`config.mk`:
```
export PLATFORM = sky130hd
export DESIGN_NAME = button_gesture_decoder
export DESIGN_NICKNAME = d
export VERILOG_FILES = /design/src/rtl/button_gesture_decoder.sv
export SDC_FILE = /design/constraint.sdc
export NUM_CORES = 1
export LEC_CHECK = 0
export CAP_MARGIN = 20
export CORE_UTILIZATION = 30
export DETAILED_ROUTE_END_ITERATION = 16
export PLACE_DENSITY = 0.44
export REMOVE_ABC_BUFFERS = 1
export SYNTH_ARGS = -nofsm -noshare
export SYNTH_HDL_FRONTEND = slang
export SYNTH_SLANG_ARGS = --single-unit
```
`constraint.sdc`:
```
create_clock -name clk -period 4.5 [get_ports clk]
set_input_delay 0.45 -clock clk [delete_from_list [all_inputs] [get_ports clk]]
set_output_delay 0.45 -clock clk [all_outputs]
set_load 0.01 [all_outputs]
```
`src/rtl/button_gesture_decoder.sv`:
```
// Button gesture decoder: turns debounced press/release pulses into
// single-click, double-click and long-press event pulses.
module button_gesture_decoder #(
    parameter int LONG_PRESS_CYCLES = 3000000,
    parameter int DOUBLE_GAP_CYCLES = 900000
) (
    input  logic clk,
    input  logic rst_n,
    input  logic btn_pressed,
    input  logic btn_released,
    output logic single_click,
    output logic double_click,
    output logic long_press,
    output logic busy
);

    localparam int MAX_CYC = (LONG_PRESS_CYCLES > DOUBLE_GAP_CYCLES) ?
                             LONG_PRESS_CYCLES : DOUBLE_GAP_CYCLES;
    localparam int CNT_W = $clog2(MAX_CYC + 1);

    localparam logic [CNT_W-1:0] LP_LAST  = CNT_W'(LONG_PRESS_CYCLES - 1);
    localparam logic [CNT_W-1:0] GAP_LAST = CNT_W'(DOUBLE_GAP_CYCLES - 1);

    typedef enum logic [1:0] {
        IDLE     = 2'd0,
        PRESS1   = 2'd1,
        GAP      = 2'd2,
        WAIT_REL = 2'd3
    } state_t;

    state_t           r_state;
    logic [CNT_W-1:0] r_cnt;
    logic             r_single;
    logic             r_double;
    logic             r_long;
    logic             r_busy;
    logic [CNT_W-1:0] w_cnt_inc;

    // Saturating increment so a stuck counter can never wrap.
    assign w_cnt_inc = (r_cnt == '1) ? r_cnt : r_cnt + CNT_W'(1);

    always_ff @(posedge clk or negedge rst_n) begin
        if (!rst_n) begin
            r_state  <= IDLE;
            r_cnt    <= '0;
            r_single <= 1'b0;
            r_double <= 1'b0;
            r_long   <= 1'b0;
            r_busy   <= 1'b0;
        end else begin
            r_single <= 1'b0;
            r_double <= 1'b0;
            r_long   <= 1'b0;
            case (r_state)
                IDLE: begin
                    r_cnt <= '0;
                    if (btn_pressed) begin
                        r_state <= PRESS1;
                        r_busy  <= 1'b1;
                    end else begin
                        r_busy  <= 1'b0;
                    end
                end
                PRESS1: begin
                    if (btn_released) begin
                        r_state <= GAP;
                        r_cnt   <= '0;
                    end else if (r_cnt == LP_LAST) begin
                        r_long  <= 1'b1;
                        r_state <= WAIT_REL;
                        r_cnt   <= '0;
                    end else begin
                        r_cnt   <= w_cnt_inc;
                    end
                end
                GAP: begin
                    if (btn_pressed) begin
                        r_double <= 1'b1;
                        r_state  <= WAIT_REL;
                        r_cnt    <= '0;
                    end else if (r_cnt == GAP_LAST) begin
                        r_single <= 1'b1;
                        r_state  <= IDLE;
                        r_busy   <= 1'b0;
                        r_cnt    <= '0;
                    end else begin
                        r_cnt    <= w_cnt_inc;
                    end
                end
                WAIT_REL: begin
                    if (btn_released) begin
                        r_state <= IDLE;
                        r_busy  <= 1'b0;
                        r_cnt   <= '0;
                    end
                end
                default: begin
                    r_state <= IDLE;
                    r_busy  <= 1'b0;
                    r_cnt   <= '0;
                end
            endcase
        end
    end

    assign single_click = r_single;
    assign double_click = r_double;
    assign long_press   = r_long;
    assign busy         = r_busy;

endmodule

```
Yosys cells after proc, flatten, opt, wreduce, memory -nomap -nowiden
Index checks and enable logic that the tools add are counted.
{"block": "classes", "eq_ne": 12, "addsub": 1, "reduce_logical": 4, "mux": 26}
{"operator": "$mux W22", "count": 6}
{"operator": "$pmux W22 S4", "count": 1}
{"operator": "$eq A22 B22 Y1 const B", "count": 2}
{"operator": "$add A22 B1 Y22 const B", "count": 1}
{"operator": "$eq A22 B20 Y1 const B", "count": 1}
{"operator": "$mux W2", "count": 6}
{"operator": "$mux W1", "count": 11}
{"operator": "$ne A2 B2 Y1 const B", "count": 4}
{"operator": "$pmux W2 S4", "count": 1}
{"operator": "$reduce_and A4 Y1", "count": 2}
{"operator": "$ne A3 B3 Y1 const B", "count": 2}
{"operator": "$eq A2 B2 Y1 const B", "count": 2}
{"operator": "$pmux W1 S3", "count": 1}
{"operator": "$reduce_bool A3 Y1", "count": 1}
{"operator": "$eq A2 B1 Y1 const B", "count": 1}
{"operator": "$logic_not A2 Y1", "count": 1}
{"block": "word_totals", "register_bits": 28, "out_inout_bits": 4}

Longest topological paths before layout
Gate-level depths: netlist of the first run.
{"block": "logic_depth", "word_depth": 5, "mapped_depth": 9, "depth_no_buf": 7}

Worst setup path after synthesis of the first run
OpenSTA, ideal clock, no wires.
{"block": "synth_path", "path_type": "reg-to-reg", "from": "register r_cnt[11]", "to": "register r_cnt[11]", "period_less_slack_ns": 2.425, "arrival_ns": 2.306, "setup_ns": 0.119, "stages_incl_launch_ff": 9, "slack_ns": 2.075, "cell_sequence": "dfrtp_1 or4b_1 or4_1 o31a_1 o211a_1 buf_6 buf_6 a21oi_1 nor2_1"}
{"block": "synth_via", "elab_chain_len": 5}
{"element": "start, declared", "line_no": "32", "source": "logic [CNT_W-1:0] r_cnt;"}
{"element": "start signal, assigned", "line_no": "73", "source": "r_cnt <= w_cnt_inc;"}
{"element": "start signal, assigned", "line_no": "87", "source": "r_cnt <= w_cnt_inc;"}
{"element": "$add A22 B1 Y22 or $eq A22 B22 Y1 (tied branches)", "line_no": "40", "source": "assign w_cnt_inc = (r_cnt == '1) ? r_cnt : r_cnt + CNT_W'(1);"}
{"element": "$mux W22", "line_no": "40"}
{"element": "$mux W22, on equally long branches", "line_no": "81, 68"}
{"element": "$mux W22, on equally long branches", "line_no": "77, 65"}
{"element": "$pmux W22 S4 (*)", "line_no": "54", "source": "case (r_state)"}
Mark *: on every way between the ends. The rest lies on a longest branch, timed or not.
A chain may end at the register's enable or synchronous reset.

Worst setup path after layout of the first run
{"block": "layout_path", "from": "register r_cnt[11]", "to": "register r_cnt[6]"}
{"block": "layout_via", "elab_chain_len": 5}
{"element": "$eq A22 B22 Y1", "line_no": "40"}
{"element": "$mux W22", "line_no": "40"}
{"element": "$mux W22, on equally long branches", "line_no": "81, 68"}
{"element": "$mux W22, on equally long branches", "line_no": "77, 65"}
{"element": "$pmux W22 S4 (*)", "line_no": "54"}
Marks and branches as above.

==> flow_summary.json, run 1 <==
{
  "setup_viol": 0,
  "dpl.hpwl_mm": 3.074,
  "cts_hold_buf": 0,
  "leakage_nw": 0.7350,
  "clock_sinks": 28,
  "grt_max_degree": 30,
  "viasPerCell": 5.602,
  "grt_first_pass_wirelength_mm": 7.113,
  "port_buffers": 7,
  "cts_root_buf": "clkbuf_8",
  "grt_pass1_vias": 1372,
  "whs_ns": 0.4911,
  "required_ns": 4.68,
  "yosys-top-cells-count": "dfrtp_1 (28), nand2_1 (23), nand3_1 (16)",
  "powerDensity_nw_per_um2": 378.9,
  "synth_area_per_cell_sq_um": 8.662,
  "ys_seq_elements": 28,
  "synth_area_leaders": "dfrtp_1 (41%), nand2_1 (5.1%), nand3_1 (4.7%)",
  "internal-power_uw": 427.0,
  "initial_core_util": 0.3205,
  "finalHoldViolCount": 0,
  "dr.pass1.iters": 4,
  "period_needed_ns": 2.985,
  "clkTransAtPathRegs_ns": 0.10,
  "drcViolationCount": 0,
  "n_antenna_cell": 0,
  "layout_setup_ws_ns": 1.515,
  "io_pins": 8,
  "grt-ovfl-total": 0,
  "tightest_slew_ns": 1.090,
  "htree_levels": 1,
  "p_seq_frac": 0.419,
  "final_nets": 211,
  "startpoint_type": "flop",
  "dp_slack_ns": 1.527,
  "place_congestion": 0.8901,
  "cts_setup_buffers": 0,
  "num_rows": 26,
  "synth_edf_count": 0,
  "grt_usage": 0.1522,
  "maxSlewViolCount": 0,
  "wl_per_cell_um": 15.99,
  "antenna_found_initial": 0,
  "rsz0062_at_grt": "false",
  "fin_skew_ns": 0.006806,
  "hold_path.class": "reg2reg",
  "synthArstFlopShare": 1.000,
  "worstSetupPathType": "reg2reg",
  "critical_path_arrival_ns": 3.16,
  "core_sq_um": 5270,
  "die_area_sq_um": 5934,
  "ctsResizeCount": 0,
  "syn_area_sq_um": 1689,
  "fin_setup_tns_ns": 0,
  "synth_area_leader_cell": "dfrtp_1",
  "crit_fanout": 11,
  "ir_drop_mv": 0.1484,
  "switchingPower_uw": 274.7,
  "ys.flop_type": "dfrtp_1",
  "totalWireLength_mm": 4.302,
  "ys_seq_area_frac": 0.4148,
  "die_x_um": 77.04,
  "status": "finished, final reports clean",
  "drtIter0Drc": 107,
  "crit_path_end_kind": "flop",
  "drt.antenna.violating_nets": 0,
  "synth_top_area_frac": 0.4148,
  "clock_path_buffers": 2,
  "switching_share": 0.3915,
  "max_freq_mhz": 335.0,
  "syn_inst": 195,
  "pwr-share-clk": 0.198,
  "syn2layout_area_growth_pct": 9.630,
  "setup.worst_path.start": "r_cnt[11]",
  "power_frac_comb": 0.383,
  "slew_headroom": 0.2718,
  "die_h_um": 77.04,
  "min-delay-start": "busy",
  "synth_cell_types": 39,
  "drive_gt1_frac": 0.02513,
  "reg2reg_from": "r_cnt[11]",
  "ys_warn_count": 0,
  "vias": 1507,
  "cts_buffers": 3,
  "yosysMostFrequentCell": "dfrtp_1",
  "clkLatencyLatePin_ns": 0.27,
  "cts_tree": "yes",
  "drv_cap": 0,
  "fin_crit_sh": 0.6634
}
==> area by class of cell <==
type                            instances  area, sq um
Sequential cell                        28        700.7
Timing Repair Buffer                    8        77.57
Inverter                                8        30.03
Multi-Input combinational cell        152        914.6
Tap cell                               70        87.58
Fill cell                             584         3418
Clock buffer                            3        41.29
==> metrics by stage <==
| step | std cells | cell area [sq um] | utilization | power [mW] |
|---|---|---|---|---|
| 2_1_floorplan | 188 | 1645 | - | 0.4833 |
| 3_3_place_gp | 266 | 1810 | 0.3435 | 0.5628 |
| 3_5_place_dp | 266 | 1810 | 0.3435 | 0.5678 |
| 4_1_cts | 269 | 1852 | 0.3514 | 0.7137 |
| 5_1_grt | 269 | 1852 | 0.3514 | 0.7575 |
| 6_report | 269 | 1852 | 0.3514 | 0.7017 |
==> sequential cells by signal (all words and copies together) (netlist names) <==
signal / cells
busy: 1
r_state: 2
single_click: 1
long_press: 1
double_click: 1
r_cnt: 22
==> power by group through the flow <==
stage / registers [mW] / clock network (mW) / logic [mW]
final: 0.294 / 0.139 / 0.269
after global routing: 0.298 / 0.157 / 0.303
after CTS: 0.294 / 0.149 / 0.271
after detailed placement: 0.299 / 0 / 0.269
after global placement: 0.298 / 0 / 0.265
after floorplan: 0.297 / 0 / 0.186
==> placed cells by master (no fill, tap or decap), types with 2 or more instances in the layout <==
master	count
clkdlybuf4s50_1	7
nand2_1	23
nor3_1	8
nor4_1	3
and3_1	4
nand2b_1	4
nor2b_1	3
o21ai_0	8
clkbuf_8	3
a21oi_1	14
and2_1	2
a31oi_1	12
or4_1	2
a41oi_1	4
xor2_1	2
a21o_1	2
dfrtp_1	28
o31a_1	2
nand4_1	8
inv_1	8
or3_1	5
nor2_1	9
and4_1	2
nand3_1	16
ha_1	6
==> worst paths after layout <==
| kind | to | slack, ns | depth (start not counted) |
|---|---|---|---|
| setup / recovery | r_cnt[6] | 1.51 | 6 |
| min in group asynchronous | r_cnt[3] | 0.56 | 2 |
| hold reg to reg | busy | 0.49 | 2 |
| setup reg to reg | r_cnt[6] | 1.51 | 6 |
| hold / removal | busy | 0.49 | 2 |
| max in group asynchronous | r_cnt[21] | 3.67 | 2 |
==> worst max-delay path: stages (launching register included) <==
cell and delay, ns:
dfrtp_1 0.43, or4b_1 0.52, or4_1 0.52, o31a_1 0.31
o211ai_1 0.74, o21ai_1 0.16, a21o_1 0.21
==> kinds of logic after synthesis <==
kind of cell / share of synthesized area
xor gates and xnor gates: 0.01037
adders and majority gates: 0.04444
AOI/OAI and AO/OA: 0.1948
buffers and inverters: 0.04370
and+or+nand+nor: 0.2859
muxes: 0.005926
DFF: 0.4148
==> layer usage <==
layer | global-route usage | vias to the layer above | share of wire | routed length (um)
met1 | 0.2138 | 727 | 0.49 | 2116
met2 | 0.2411 | 30 | 0.47 | 2007
met5 | 0 | - | 0 | 0
li1 | - | 745 | - | -
met4 | 0.04717 | 0 | 0.012 | 51
met3 | 0.02024 | 5 | 0.030 | 127
(Power assumes the default switching activity.)
==> run 2: changes to the inputs <==
- clock period: 4.5 -> 2.8 ns (I/O delays scaled with it)
==> flow_summary.json, run 2 (same netlist as run 1, synthesis figures left out) <==
{
  "htree_levels": 1,
  "required_ns": 2.96,
  "antenna_found_initial": 0,
  "most-common-layout-cells": "dfrtp_1 (28), nand2_1 (23), nand3_1 (16)",
  "cts_setup_buffers": 0,
  "ctsResizeCount": 0,
  "drive_gt1_frac": 0.04902,
  "fin_setup_tns_ns": 0,
  "wl_per_cell_um": 15.69,
  "leakage_nw": 0.7616,
  "clkLatencyLatePin_ns": 0.27,
  "drcViolationCount": 0,
  "drv_cap": 0,
  "startpoint_type": "flop",
  "top_regs": "r_cnt x22, r_state x2",
  "hold_path.class": "in2async",
  "final_nets": 215,
  "max_freq_mhz": 379.1,
  "cts_tree": "yes",
  "io_pins": 8,
  "core_sq_um": 5270,
  "drt.antenna.violating_nets": 0,
  "cts_root_buf": "clkbuf_8",
  "clock_path_buffers": 2,
  "period_needed_ns": 2.638,
  "fin_crit_sh": 0.9420,
  "setup_viol": 0,
  "vias": 1533,
  "tightest_slew_ns": 0.9922,
  "crit_path_end_kind": "flop",
  "grt_usage": 0.1524,
  "die_x_um": 77.04,
  "initial_core_util": 0.3205,
  "rsz0062_at_grt": "false",
  "clkTransAtPathRegs_ns": 0.10,
  "cts_hold_buf": 0,
  "dr.pass1.iters": 4,
  "largest-register": "r_cnt",
  "port_buffers": 7,
  "finalHoldViolCount": 0,
  "mostFrequentLayoutCell": "dfrtp_1",
  "drtIter0Drc": 84,
  "fin_area_sq_um": 1896,
  "grt-ovfl-total": 0,
  "powerDensity_nw_per_um2": 628.6,
  "totalWireLength_mm": 4.300,
  "dpl.hpwl_mm": 3.071,
  "crit_fanout": 29,
  "die_area_sq_um": 5934,
  "viasPerCell": 5.595,
  "ir_drop_mv": 0.2186,
  "clock_sinks": 28,
  "grt_max_degree": 30,
  "grt_first_pass_wirelength_mm": 7.238,
  "place_congestion": 0.8128,
  "fin_util": 0.3597,
  "syn2layout_area_growth_pct": 12.22,
  "die_h_um": 77.04,
  "place_area_sq_um": 1841,
  "num_rows": 26,
  "n_antenna_cell": 0,
  "slew_headroom": 0.3372,
  "fin_skew_ns": 0.003524,
  "status": "finished, final reports clean",
  "grt_pass1_vias": 1535,
  "worstSetupPathType": "reg2reg",
  "largest_reg_flops": 22,
  "maxSlewViolCount": 0,
  "critical_path_arrival_ns": 2.80,
  "cts_buffers": 3
}
## run 2: critical path, cell delays in order, from the launching register on
cell,delay (ns)
dfrtp_1,0.43
or4b_1,0.52
or4_1,0.52
o31a_1,0.31
o211a_1,0.23
buf_4,0.22
a41oi_1,0.23
a31oi_1,0.06
## run 2: final cells by class
type	count	area [sq um]
fillers	574	3374
multi-input cells	152	914.6
inverters	8	30.03
well taps	70	87.58
repair buffers	12	107.6
clock buffers	4	55.05
flip-flops and latches	28	700.7
## run 2: metrics by stage
step | total power, mW | setup WS (ns) | hold slack (ns) | instances
after floorplan | 0.7767 | 0.2335 | -0.01559 | 188
after global placement | 0.9332 | 0.2440 | 0.4730 | 270
after detailed placement | 0.9418 | 0.1952 | 0.4751 | 270
after CTS | 1.209 | 0.1817 | 0.3932 | 274
after global routing | 1.287 | 0.05846 | 0.4338 | 274
final | 1.192 | 0.1625 | 0.3892 | 274
## run 2: path summary, 6_finish.rpt
| path | from | endpoint | slack, ns | cells past startpoint |
|---|---|---|---|---|
| max | r_cnt[11] | r_cnt[10] | 0.16 | 7 |
| min | rst_n | r_cnt[18] | 0.39 | 2 |
| max reg2reg | r_cnt[11] | r_cnt[10] | 0.16 | 7 |
| min reg2reg | busy | busy | 0.51 | 2 |
| max in group asynchronous | rst_n | r_cnt[9] | 2.14 | 2 |
| min in group clk | busy | busy | 0.51 | 2 |
## run 2: where the power goes
| group | switching (mW) | internal (mW) |
|---|---|---|
| Sequential | 0.0343 | 0.438 |
| Combinational | 0.292 | 0.171 |
| Clock | 0.130 | 0.126 |
## run 2: per-layer routing
metal	vias to the layer above	routed length (um)	share of wire	global-route usage
met5	-	0	0	0
li1	750	-	-	-
met1	758	2162	0.50	0.2028
met2	18	1986	0.46	0.2500
met3	7	80	0.019	0.02024
met4	0	72	0.017	0.05849
==> run 3: changes to the inputs <==
- ABC_AREA: not set -> 1
- ABC_CLOCK_PERIOD_IN_PS: not set -> 2800
==> flow_summary.json, run 3 <==
{
  "status": "finished, final reports clean",
  "ys.flop_type": "dfrtp_1",
  "r2r_slack_ns": 0.73,
  "syn_area_sq_um": 2027,
  "core_sq_um": 6422,
  "largest-register": "r_cnt",
  "antenna_found_initial": 0,
  "grt_pass1_vias": 1843,
  "cts_setup_buffers": 0,
  "leakage_nw": 0.9825,
  "num_rows": 29,
  "grt-ovfl-total": 0,
  "ctsResizeCount": 0,
  "cts_buffers": 3,
  "cp-endpoint": "r_cnt[16]",
  "grt_first_pass_wirelength_mm": 9.232,
  "drcViolationCount": 0,
  "clock_sinks": 28,
  "die_h_um": 84.20,
  "timing.rr.end": "r_cnt[16]",
  "synth_area_leader_cell": "dfrtp_1",
  "io_pins": 8,
  "die_area_sq_um": 7089,
  "startpoint_type": "flop",
  "setup_viol": 0,
  "place_area_sq_um": 2172,
  "powerDensity_nw_per_um2": 524.3,
  "synth_area_per_cell_sq_um": 6.734,
  "drtIter0Drc": 119,
  "required_ns": 2.98,
  "clock_path_buffers": 2,
  "cp_common_cell": "nand2_1",
  "cts_hold_buf": 0,
  "fin_crit_sh": 0.7388,
  "slew_headroom": 0.7340,
  "fin_area_sq_um": 2213,
  "synth_edf_count": 0,
  "clkTransAtPathRegs_ns": 0.10,
  "drv_cap": 0,
  "synth_top_area_frac": 0.3457,
  "totalWireLength_mm": 5.418,
  "die_x_um": 84.20,
  "r2r_cells": 10,
  "final_nets": 319,
  "ys_warn_count": 0,
  "fin_setup_tns_ns": 0,
  "drive_gt1_frac": 0.07818,
  "tightest_slew_ns": 0.3976,
  "synth_cell_types": 30,
  "initial_core_util": 0.3156,
  "grt_usage": 0.1647,
  "vias": 1890,
  "finalHoldViolCount": 0,
  "synth_area_leaders": "dfrtp_1 (35%), nand2_1 (14%), nand3_1 (9.6%)",
  "top_regs": "r_cnt x22, r_state x2",
  "n_antenna_cell": 0,
  "nFillCells": 710,
  "path_cells": "ha_1 > nand3_2 > nor2_4 > nand3_1 > nand2_1 > nand2_2 > nand2_1 > nor2_1 > nand2_1 > nand2_1",
  "grt_max_degree": 29,
  "hold_path.class": "in2async",
  "max_freq_mhz": 483.4,
  "viasPerCell": 4.922,
  "htree_levels": 1,
  "wl_per_cell_um": 14.11,
  "slowest_stage": "dfrtp_1",
  "syn2layout_area_growth_pct": 9.197,
  "whs_ns": 0.3798,
  "drt.antenna.violating_nets": 0,
  "mostFrequentLayoutCell": "nand2_1",
  "clkLatencyLatePin_ns": 0.28,
  "fin_skew_ns": 0.005365,
  "port_buffers": 7,
  "period_needed_ns": 2.069,
  "max_stage_delay_ns": 0.42,
  "ys_seq_area_frac": 0.3457,
  "worstSetupPathType": "reg2reg",
  "maxSlewViolCount": 0,
  "crit_path_end_kind": "flop",
  "yosysMostFrequentCell": "nand2_1",
  "rsz0062_at_grt": "false",
  "yosys-top-cells-count": "nand2_1 (75), inv_1 (42), nand3_1 (39)",
  "dr.pass1.iters": 4,
  "cts_root_buf": "clkbuf_8",
  "most-common-layout-cells": "nand2_1 (75), inv_1 (42), nand3_1 (39)",
  "setup.worst_path.start": "r_cnt[1]",
  "cts_tree": "yes",
  "critical_path_arrival_ns": 2.25,
  "dpl.hpwl_mm": 3.977,
  "place_congestion": 0.8417,
  "synthArstFlopShare": 1.000,
  "largest_reg_flops": 22,
  "fin_total_pwr_mw": 1.161,
  "ir_drop_mv": 0.4671,
  "ys_seq_elements": 28,
  "crit_fanout": 18,
  "syn_inst": 301,
  "reg2reg_from": "r_cnt[1]"
}
## run 3: cell types whose count changed after synthesis, moves of 5 or more
cell     before  now
a21oi_1      14    7
a31oi_1      12    0
inv_1         8   42
nand2_1      23   75
nand3_1      16   39
nand3_2       0    6
nand4_1       8   13
nor2_1        9   37
or3_1         5    0
## run 3: final cells by class
cell class / instances / area, sq um / share of cell area
clock buffers: 3 / 41.29 / 0.01865
inverters: 42 / 157.7 / 0.07123
multi-input cells: 223 / 1117 / 0.5048
flip-flops and latches: 28 / 700.7 / 0.3166
well taps: 77 / 96.34 / 0.04353
repair buffers: 11 / 100.1 / 0.04522
## run 3: cell families after synthesis
| logic type | after synthesis | synth area share |
|---|---|---|
| buffers and inverters | 50 | 0.1031 |
| XOR/XNOR | 1 | 0.004322 |
| AND/OR/NAND/NOR | 190 | 0.4383 |
| adder cells (fa/ha/maj) | 6 | 0.03704 |
| flip-flops | 28 | 0.3457 |
| AO/OA/AOI/OAI | 26 | 0.07161 |
## run 3: metrics by stage
stage	worst slack [ns]	util	cells
final	0.7315	0.3446	384
after global routing	0.5294	0.3446	384
after CTS	0.7223	0.3446	384
after detailed placement	0.7315	0.3382	381
after global placement	0.8080	0.3382	381
after floorplan	0.7845	-	293
## run 3: worst min path at each step
stage,end,cells after the start,start
floorplan,busy,0,rst_n
global placement,busy,2,busy
detailed placement,busy,2,busy
CTS,r_cnt[5],2,rst_n
global route,r_cnt[5],2,rst_n
finish,r_cnt[5],2,rst_n
## run 3: per-layer routing
metal  global-route usage  vias to the layer above  routed length (um)
met5                    0                        -                   0
met4              0.03918                        0                  61
met3              0.02360                        6                 165
met2               0.2809                       20                2488
met1               0.2203                      877                2701
li1                     -                      987                   -
## run 3: worst max-delay path, delay by kind of cell (launching register included)
kind,cells,cell delay [ns]
and+or+nand+nor,9,1.26
adders and majority gates,1,0.29
DFF,1,0.42
## run 3: power by group
part / total (mW) / switching (mW) / leakage [nW] / internal [mW]
logic: 0.465 / 0.313 / 0.575 / 0.152
clock network: 0.231 / 0.134 / 0.0216 / 0.0970
registers: 0.464 / 0.0269 / 0.386 / 0.438
total: 1.16 / 0.474 / 0.982 / 0.686
